`src/rtl/uart_frame_ctrl_if.sv`:
```
// Byte-stream and frame-buffer signals between the UART receive path, the frame controller and its consumer.
// The master drives the receive strobes, read address and ack. The slave is the frame controller.
interface uart_frame_ctrl_if #(
  parameter int MAX_LEN = 16
);
  localparam int LW = $clog2(MAX_LEN + 1);
  localparam int AW = $clog2(MAX_LEN);

  logic          rx_valid;
  logic [7:0]    rx_data;
  logic          rx_ferr;
  logic          frm_valid;
  logic [LW-1:0] frm_len;
  logic [AW-1:0] rd_addr;
  logic [7:0]    rd_data;
  logic          frm_ack;
  logic          err_pulse;
  logic [2:0]    err_code;
  logic          busy;

  modport master (
    output rx_valid, rx_data, rx_ferr, rd_addr, frm_ack,
    input  frm_valid, frm_len, rd_data, err_pulse, err_code, busy
  );

  modport slave (
    input  rx_valid, rx_data, rx_ferr, rd_addr, frm_ack,
    output frm_valid, frm_len, rd_data, err_pulse, err_code, busy
  );
endinterface

```
`src/rtl/uart_frame_ctrl.sv`:
```
// Assembles SYNC/LEN/payload/CHK byte frames into a held buffer. Status appears 1 clk after the strobing byte, and rd_data has 1 clk latency.
// There is no backpressure on rx: bytes that arrive while a frame is held are dropped with an overrun error until frm_ack.
module uart_frame_ctrl #(
  parameter int         MAX_LEN   = 16,
  parameter logic [7:0] SYNC_BYTE = 8'hA5,
  parameter int         TIMEOUT   = 4096
) (
  input  logic              clk,
  input  logic              reset,
  uart_frame_ctrl_if.slave  bus
);
  localparam int LW = $clog2(MAX_LEN + 1);
  localparam int AW = $clog2(MAX_LEN);
  localparam int TW = $clog2(TIMEOUT + 1);

  localparam logic [2:0] S_IDLE = 3'd0;
  localparam logic [2:0] S_LEN  = 3'd1;
  localparam logic [2:0] S_DATA = 3'd2;
  localparam logic [2:0] S_CHK  = 3'd3;
  localparam logic [2:0] S_HOLD = 3'd4;

  localparam logic [2:0] E_LEN = 3'd1;
  localparam logic [2:0] E_CHK = 3'd2;
  localparam logic [2:0] E_FRM = 3'd3;
  localparam logic [2:0] E_TMO = 3'd4;
  localparam logic [2:0] E_OVR = 3'd5;

  localparam logic [TW-1:0] TMO_LAST = TW'(TIMEOUT - 1);
  localparam logic [7:0]    LEN_MAX8 = 8'(MAX_LEN);

  logic [2:0]    state;
  logic [LW-1:0] len;
  logic [AW-1:0] idx;
  logic [7:0]    chk;
  logic [TW-1:0] tcnt;
  logic [7:0]    buffer [MAX_LEN];
  logic          in_frame;
  logic          buf_we;

  assign in_frame = (state == S_LEN) || (state == S_DATA) || (state == S_CHK);
  assign buf_we   = (state == S_DATA) && bus.rx_valid && !bus.rx_ferr;
  assign bus.busy = (state != S_IDLE);

  // The buffer has no reset so it can map onto plain RAM. Writes happen only in DATA, which keeps it frozen in HOLD.
  always_ff @(posedge clk) begin
    if (buf_we) buffer[idx] <= bus.rx_data;
  end

  always_ff @(posedge clk) begin
    if (reset) bus.rd_data <= 8'h00;
    else       bus.rd_data <= buffer[bus.rd_addr];
  end

  always_ff @(posedge clk) begin
    if (reset) begin
      state         <= S_IDLE;
      len           <= '0;
      idx           <= '0;
      chk           <= 8'h00;
      tcnt          <= '0;
      bus.frm_valid <= 1'b0;
      bus.frm_len   <= '0;
      bus.err_pulse <= 1'b0;
      bus.err_code  <= 3'd0;
    end else begin
      bus.err_pulse <= 1'b0;

      if (!in_frame || bus.rx_valid) tcnt <= '0;
      else                           tcnt <= tcnt + 1'b1;

      case (state)
        S_IDLE: begin
          if (bus.rx_valid && !bus.rx_ferr && bus.rx_data == SYNC_BYTE)
            state <= S_LEN;
        end

        S_LEN, S_DATA, S_CHK: begin
          // A framing error wins over any content check on the same byte.
          if (bus.rx_valid && bus.rx_ferr) begin
            bus.err_pulse <= 1'b1;
            bus.err_code  <= E_FRM;
            state         <= S_IDLE;
          end else if (!bus.rx_valid && tcnt == TMO_LAST) begin
            bus.err_pulse <= 1'b1;
            bus.err_code  <= E_TMO;
            state         <= S_IDLE;
          end else if (bus.rx_valid) begin
            if (state == S_LEN) begin
              if (bus.rx_data == 8'h00 || bus.rx_data > LEN_MAX8) begin
                bus.err_pulse <= 1'b1;
                bus.err_code  <= E_LEN;
                state         <= S_IDLE;
              end else begin
                len   <= bus.rx_data[LW-1:0];
                chk   <= bus.rx_data;
                idx   <= '0;
                state <= S_DATA;
              end
            end else if (state == S_DATA) begin
              chk <= chk ^ bus.rx_data;
              idx <= idx + 1'b1;
              if (LW'(idx) == len - 1'b1) state <= S_CHK;
            end else begin
              if (bus.rx_data == chk) begin
                bus.frm_valid <= 1'b1;
                bus.frm_len   <= len;
                state         <= S_HOLD;
              end else begin
                bus.err_pulse <= 1'b1;
                bus.err_code  <= E_CHK;
                state         <= S_IDLE;
              end
            end
          end
        end

        S_HOLD: begin
          if (bus.rx_valid) begin
            bus.err_pulse <= 1'b1;
            bus.err_code  <= E_OVR;
          end
          if (bus.frm_ack) begin
            bus.frm_valid <= 1'b0;
            state         <= S_IDLE;
          end
        end

        default: state <= S_IDLE;
      endcase
    end
  end
endmodule

```
`src/flat_wrapper.sv`:
```
// flat-port wrapper written by rule: the top's interface ports become plain ports
module uart_frame_ctrl_flat 
#(
  parameter int         MAX_LEN   = 16,
  parameter logic [7:0] SYNC_BYTE = 8'hA5,
  parameter int         TIMEOUT   = 4096
)
  (clk, reset, bus_rx_valid, bus_rx_data, bus_rx_ferr, bus_rd_addr, bus_frm_ack, bus_frm_valid, bus_frm_len, bus_rd_data, bus_err_pulse, bus_err_code, bus_busy);
  uart_frame_ctrl_if #(.MAX_LEN(MAX_LEN)) bus_i ();
  input  logic clk;
  input  logic reset;
  input wire logic [$bits(bus_i.rx_valid)-1:0] bus_rx_valid;
  input wire logic [$bits(bus_i.rx_data)-1:0] bus_rx_data;
  input wire logic [$bits(bus_i.rx_ferr)-1:0] bus_rx_ferr;
  input wire logic [$bits(bus_i.rd_addr)-1:0] bus_rd_addr;
  input wire logic [$bits(bus_i.frm_ack)-1:0] bus_frm_ack;
  output wire logic [$bits(bus_i.frm_valid)-1:0] bus_frm_valid;
  output wire logic [$bits(bus_i.frm_len)-1:0] bus_frm_len;
  output wire logic [$bits(bus_i.rd_data)-1:0] bus_rd_data;
  output wire logic [$bits(bus_i.err_pulse)-1:0] bus_err_pulse;
  output wire logic [$bits(bus_i.err_code)-1:0] bus_err_code;
  output wire logic [$bits(bus_i.busy)-1:0] bus_busy;
  assign bus_i.rx_valid = bus_rx_valid;
  assign bus_i.rx_data = bus_rx_data;
  assign bus_i.rx_ferr = bus_rx_ferr;
  assign bus_i.rd_addr = bus_rd_addr;
  assign bus_i.frm_ack = bus_frm_ack;
  assign bus_frm_valid = bus_i.frm_valid;
  assign bus_frm_len = bus_i.frm_len;
  assign bus_rd_data = bus_i.rd_data;
  assign bus_err_pulse = bus_i.err_pulse;
  assign bus_err_code = bus_i.err_code;
  assign bus_busy = bus_i.busy;
  uart_frame_ctrl #(.MAX_LEN(MAX_LEN), .SYNC_BYTE(SYNC_BYTE), .TIMEOUT(TIMEOUT)) u_core (.clk(clk), .reset(reset), .bus(bus_i));
endmodule
```
`config.mk`:
```
export PLATFORM = sky130hd
export DESIGN_NAME = uart_frame_ctrl_flat
export DESIGN_NICKNAME = d
export VERILOG_FILES = /design/src/rtl/uart_frame_ctrl_if.sv /design/src/rtl/uart_frame_ctrl.sv /design/src/flat_wrapper.sv
export SDC_FILE = /design/constraint.sdc
export NUM_CORES = 1
export LEC_CHECK = 0
export ABC_CLOCK_PERIOD_IN_PS = 3500
export BUFFER_PORTS_ARGS = -buffer_cell sky130_fd_sc_hd__buf_4
export CAP_MARGIN = 15
export CORE_ASPECT_RATIO = 1.75
export CORE_MARGIN = 1
export CORE_UTILIZATION = 60
export CTS_CLUSTER_SIZE = 14
export DETAILED_ROUTE_END_ITERATION = 6
export PLACE_DENSITY = 0.78
export SLEW_MARGIN = 25
export SYNTH_ARGS = -nofsm -noshare
export SYNTH_HDL_FRONTEND = slang
export SYNTH_SLANG_ARGS = --single-unit
```
`constraint.sdc`:
```
create_clock -name clk -period 3.5 [get_ports clk]
set_input_delay 0.35 -clock clk [delete_from_list [all_inputs] [get_ports clk]]
set_output_delay 0.35 -clock clk [all_outputs]
set_load 0.05 [all_outputs]
```
==> qor.csv <==
stage,metric,value,unit
run_status,status,"finished, final reports clean",
place,Inst Count DP,665,
flow_run,Max-Cap Viols,0,
synth,ys async rst share,0,%
sta,Slew Limit Fails,0,
setup_path,Worst EP required,3.54,ns
clocking,TritonCTS clock tree,built,
power_and_ir_drop,Leak Pwr,2.77,nW
floorplanning,Initial Util,61.5,%
sta,Fmax,0.393,GHz
floorplanning,# IOs,36,
synth,top cell type's share of synthesized area,52.1,%
min_path,Hold Path Class,primary input to flop,
sta,part of the cycle the worst path needs,72.7,%
setup_path,worst reg2reg endpoint,u_core.buffer[4][2],
synth,post-synthesis cell type count,52,
min_path,min-delay src,bus_frm_ack,
layout,Multi-input gate area,2380,um2
sta,Clock Skew,0.00972,ns
synth,Syn Area/Cell,15.3,um2
power_and_ir_drop,Flop pwr share,51.0,%
power_and_ir_drop,switching share of power,20.5,%
power_and_ir_drop,Cell Int Power,3.56,mW
place,IO Port Bufs,35,
setup_path,Slowest Stage Delay on Critical Path,0.65,ns
sta,RSZ-0062 raised after global routing,false,
clocking,clock root buffer,clkbuf_16,
power_and_ir_drop,maximum VDD drop,0.000375,V
synth,Post-synth EDFFs,128,
clocking,Clock Latency Late Sink,0.42,ns
power_and_ir_drop,clock power share,43.5,%
min_path,Hold Path Depth,2,
setup_path,critical path arrival,2.59,ns
power_and_ir_drop,combinational power share,5.6,%
setup_path,startpoint types,flop,
setup_path,critical path class,flop to flop,
global_route,largest net degree at the start of global routing,33,
global_route,GRT Residual Overflow,0,
drt,Avg Vias per Cell,6.10,
synth,Yosys reg bits,179,
sta,Tmin final,2.54,ns
setup_path,crit-path cells,"and2b_1, nor2b_1, and2_1, nand2_1, nor2_1",
setup_path,CP max FO,14,
min_path,hold worst-path end,u_core.bus.frm_valid,
clocking,H-tree depth,4,
layout,Reg area,4860,um2
global_route,first-pass GRT wire length,24400,um
layout,Final Non-Filler Cells,697,
synth,cell accounting for the most synthesized area,edfxtp_1,
synth,"Primary FF master, synth",edfxtp_1,
synth,Ys Warns,0,
power_and_ir_drop,P_sw,0.920,mW
drt,routed wire length,15500,um
setup_path,CP endpoint kind,flop,
layout,number of fill cells in the layout,783,
synth,synth cell count leaders,"128 x edfxtp_1, 51 x dfxtp_1, 48 x nor2_1",
sta,Worst-Margin Slew,0.816,ns
drt,"antenna viol nets, final",0,
clocking,Worst-path clk slew,0.06,ns
drt,vias,4253,
floorplanning,Core ar.,12000,um2
setup_path,Register-to-Register Path Depth,5,
global_route,antenna violations before repair,0,
drt,TritonRoute pass-1 iters,7,
sta,# setup viols final,0,
layout,share of cells above drive strength 1,21.8,%
clocking,Max Root-Sink Buffers,2,
synth,Syn Inst Count,483,
synth,Post-Syn Area,7380,um2
floorplanning,Die Height,149,um
sta,max-slew headroom at the worst pin,45.4,%
place,RePlAce Congestion,0.863,
floorplanning,die area,12800,um2
sta,final hold slack,0.170,ns
global_route,Global Route Usage Sum,26.7,%
sta,Final TNS setup,0,ns
layout,area delta synth->final,13.7,%
clocking,Resized Gates After CTS,0,
clocking,Sinks on Clock Net,179,
setup_path,reg2reg setup slack,0.96,ns
synth,Area contributors post-synth,"edfxtp_1 52%, dfxtp_1 14%, mux4_2 12%",
floorplanning,std cell rows,53,
layout,ant diodes,0,
clocking,CTS hold repair buffers,0,
synth,register area share after synthesis,66.0,%
setup_path,CP max-delay cell,nor2_1,
drt,DR iter-0 viols,298,
power_and_ir_drop,P per Cell Area,534,nW/um2
synth,Synth Net Count,506,
floorplanning,die width,85.8,um
layout,Nets,542,
sta,final hold viol count,0,
drt,wire length per cell,22.2,um
synth,most numerous cell in the Yosys netlist,edfxtp_1,
drt,drt drc,0,
global_route,vias in the first global route,4397,
place,post-detail-place hpwl,10100,um
clocking,CTS Buf Count,17,
clocking,Post CTS Setup Buffer Count,0,
setup_path,worst flop-to-flop path startpoint,u_core.state[2],
per-stage QoR:
stage	setup WS, ns	utilization [%]	area [um2]	power [mW]
6_report	0.956	69.9	8390	4.48
5_1_grt	0.753	69.9	8390	4.60
3_3_place_gp	1.01	64.9	7790	2.57
3_5_place_dp	0.967	64.9	7790	2.58
4_1_cts	0.958	69.9	8390	4.51
2_1_floorplan	1.12	-	7380	2.48
layer usage:
| layer | part of all wire (%) | track usage, % | vias up |
|---|---|---|---|
| met5 | 0 | 0 | - |
| met4 | 4.2 | 14.0 | 0 |
| met3 | 3.4 | 4.77 | 36 |
| met2 | 55 | 48.0 | 132 |
| met1 | 37 | 29.7 | 2168 |
| li1 | - | - | 1917 |
power groups by stage:
stage	clock network [mW]	registers (mW)	logic (mW)
after floorplan	0	2.36	0.123
final	1.95	2.28	0.250
after detailed placement	0	2.33	0.248
after global placement	0	2.33	0.242
after global routing	2.05	2.28	0.265
after CTS	1.98	2.28	0.252
cell families (layout without fill, tap and decap cells):
| logic type | after synthesis | in the layout | synth area share (%) |
|---|---|---|---|
| and+or+nand+nor | 136 | 136 | 9.19 |
| buffers and inverters | 32 | 81 | 1.75 |
| DFF | 179 | 179 | 66.0 |
| muxes | 53 | 53 | 14.0 |
| xor gates and xnor gates | 27 | 27 | 3.21 |
| adders and majority gates | 6 | 6 | 1.02 |
| AOI/OAI and AO/OA | 50 | 50 | 4.90 |
placed cells by master (no fill, tap or decap), types with 4 or more instances in the layout:
cell	n
mux4_2	40
nand2_1	23
edfxtp_1	128
xnor2_1	8
clkbuf_1	5
nand3_1	8
bufinv_16	4
buf_4	40
o32ai_1	4
nor4_1	4
o21ai_0	10
xor2_1	19
nor2_1	48
and2_1	9
clkbuf_16	17
mux2i_1	13
and3_1	4
dfxtp_1	51
nor3_1	16
nand4_1	4
ha_1	6
o21a_1	4
inv_1	9
a21oi_1	13
worst max-delay path by stage:
stage,startpoint,to,slack (ns),cells past startpoint
finish,u_core.state[2],u_core.buffer[4][2],0.96,5
global route,u_core.state[2],u_core.buffer[10][2],0.75,5
CTS,u_core.state[2],u_core.buffer[12][6],0.96,5
detailed placement,u_core.state[2],u_core.buffer[4][3],0.97,5
global placement,u_core.state[2],u_core.buffer[12][7],1.01,5
floorplan,u_core.state[1],u_core.buffer[0][0],1.12,7
critical path, delay by kind of cell, from the launching register on:
kind          cells  cell delay [ns]
simple gates      5             1.74
flops             1             0.43
final cells by class:
cell class,count,area share (%)
flip-flops and latches,179,58.0
multi-input cells,272,28.4
clock buffers,22,5.29
repair buffers,40,3.58
well taps,165,2.46
clock inverters,10,1.88
inverters,9,0.403
sequential cells by signal, summed over array words and instances, names as in the netlist:
signal	cells
u_core.buffer	128
u_core.bus.err_code	3
u_core.bus.err_pulse	1
u_core.bus.frm_len	5
u_core.bus.frm_valid	1
u_core.bus.rd_data	8
u_core.chk	8
u_core.idx	4
u_core.len	5
u_core.state	3
u_core.tcnt	13
(Power assumes the default switching activity.)
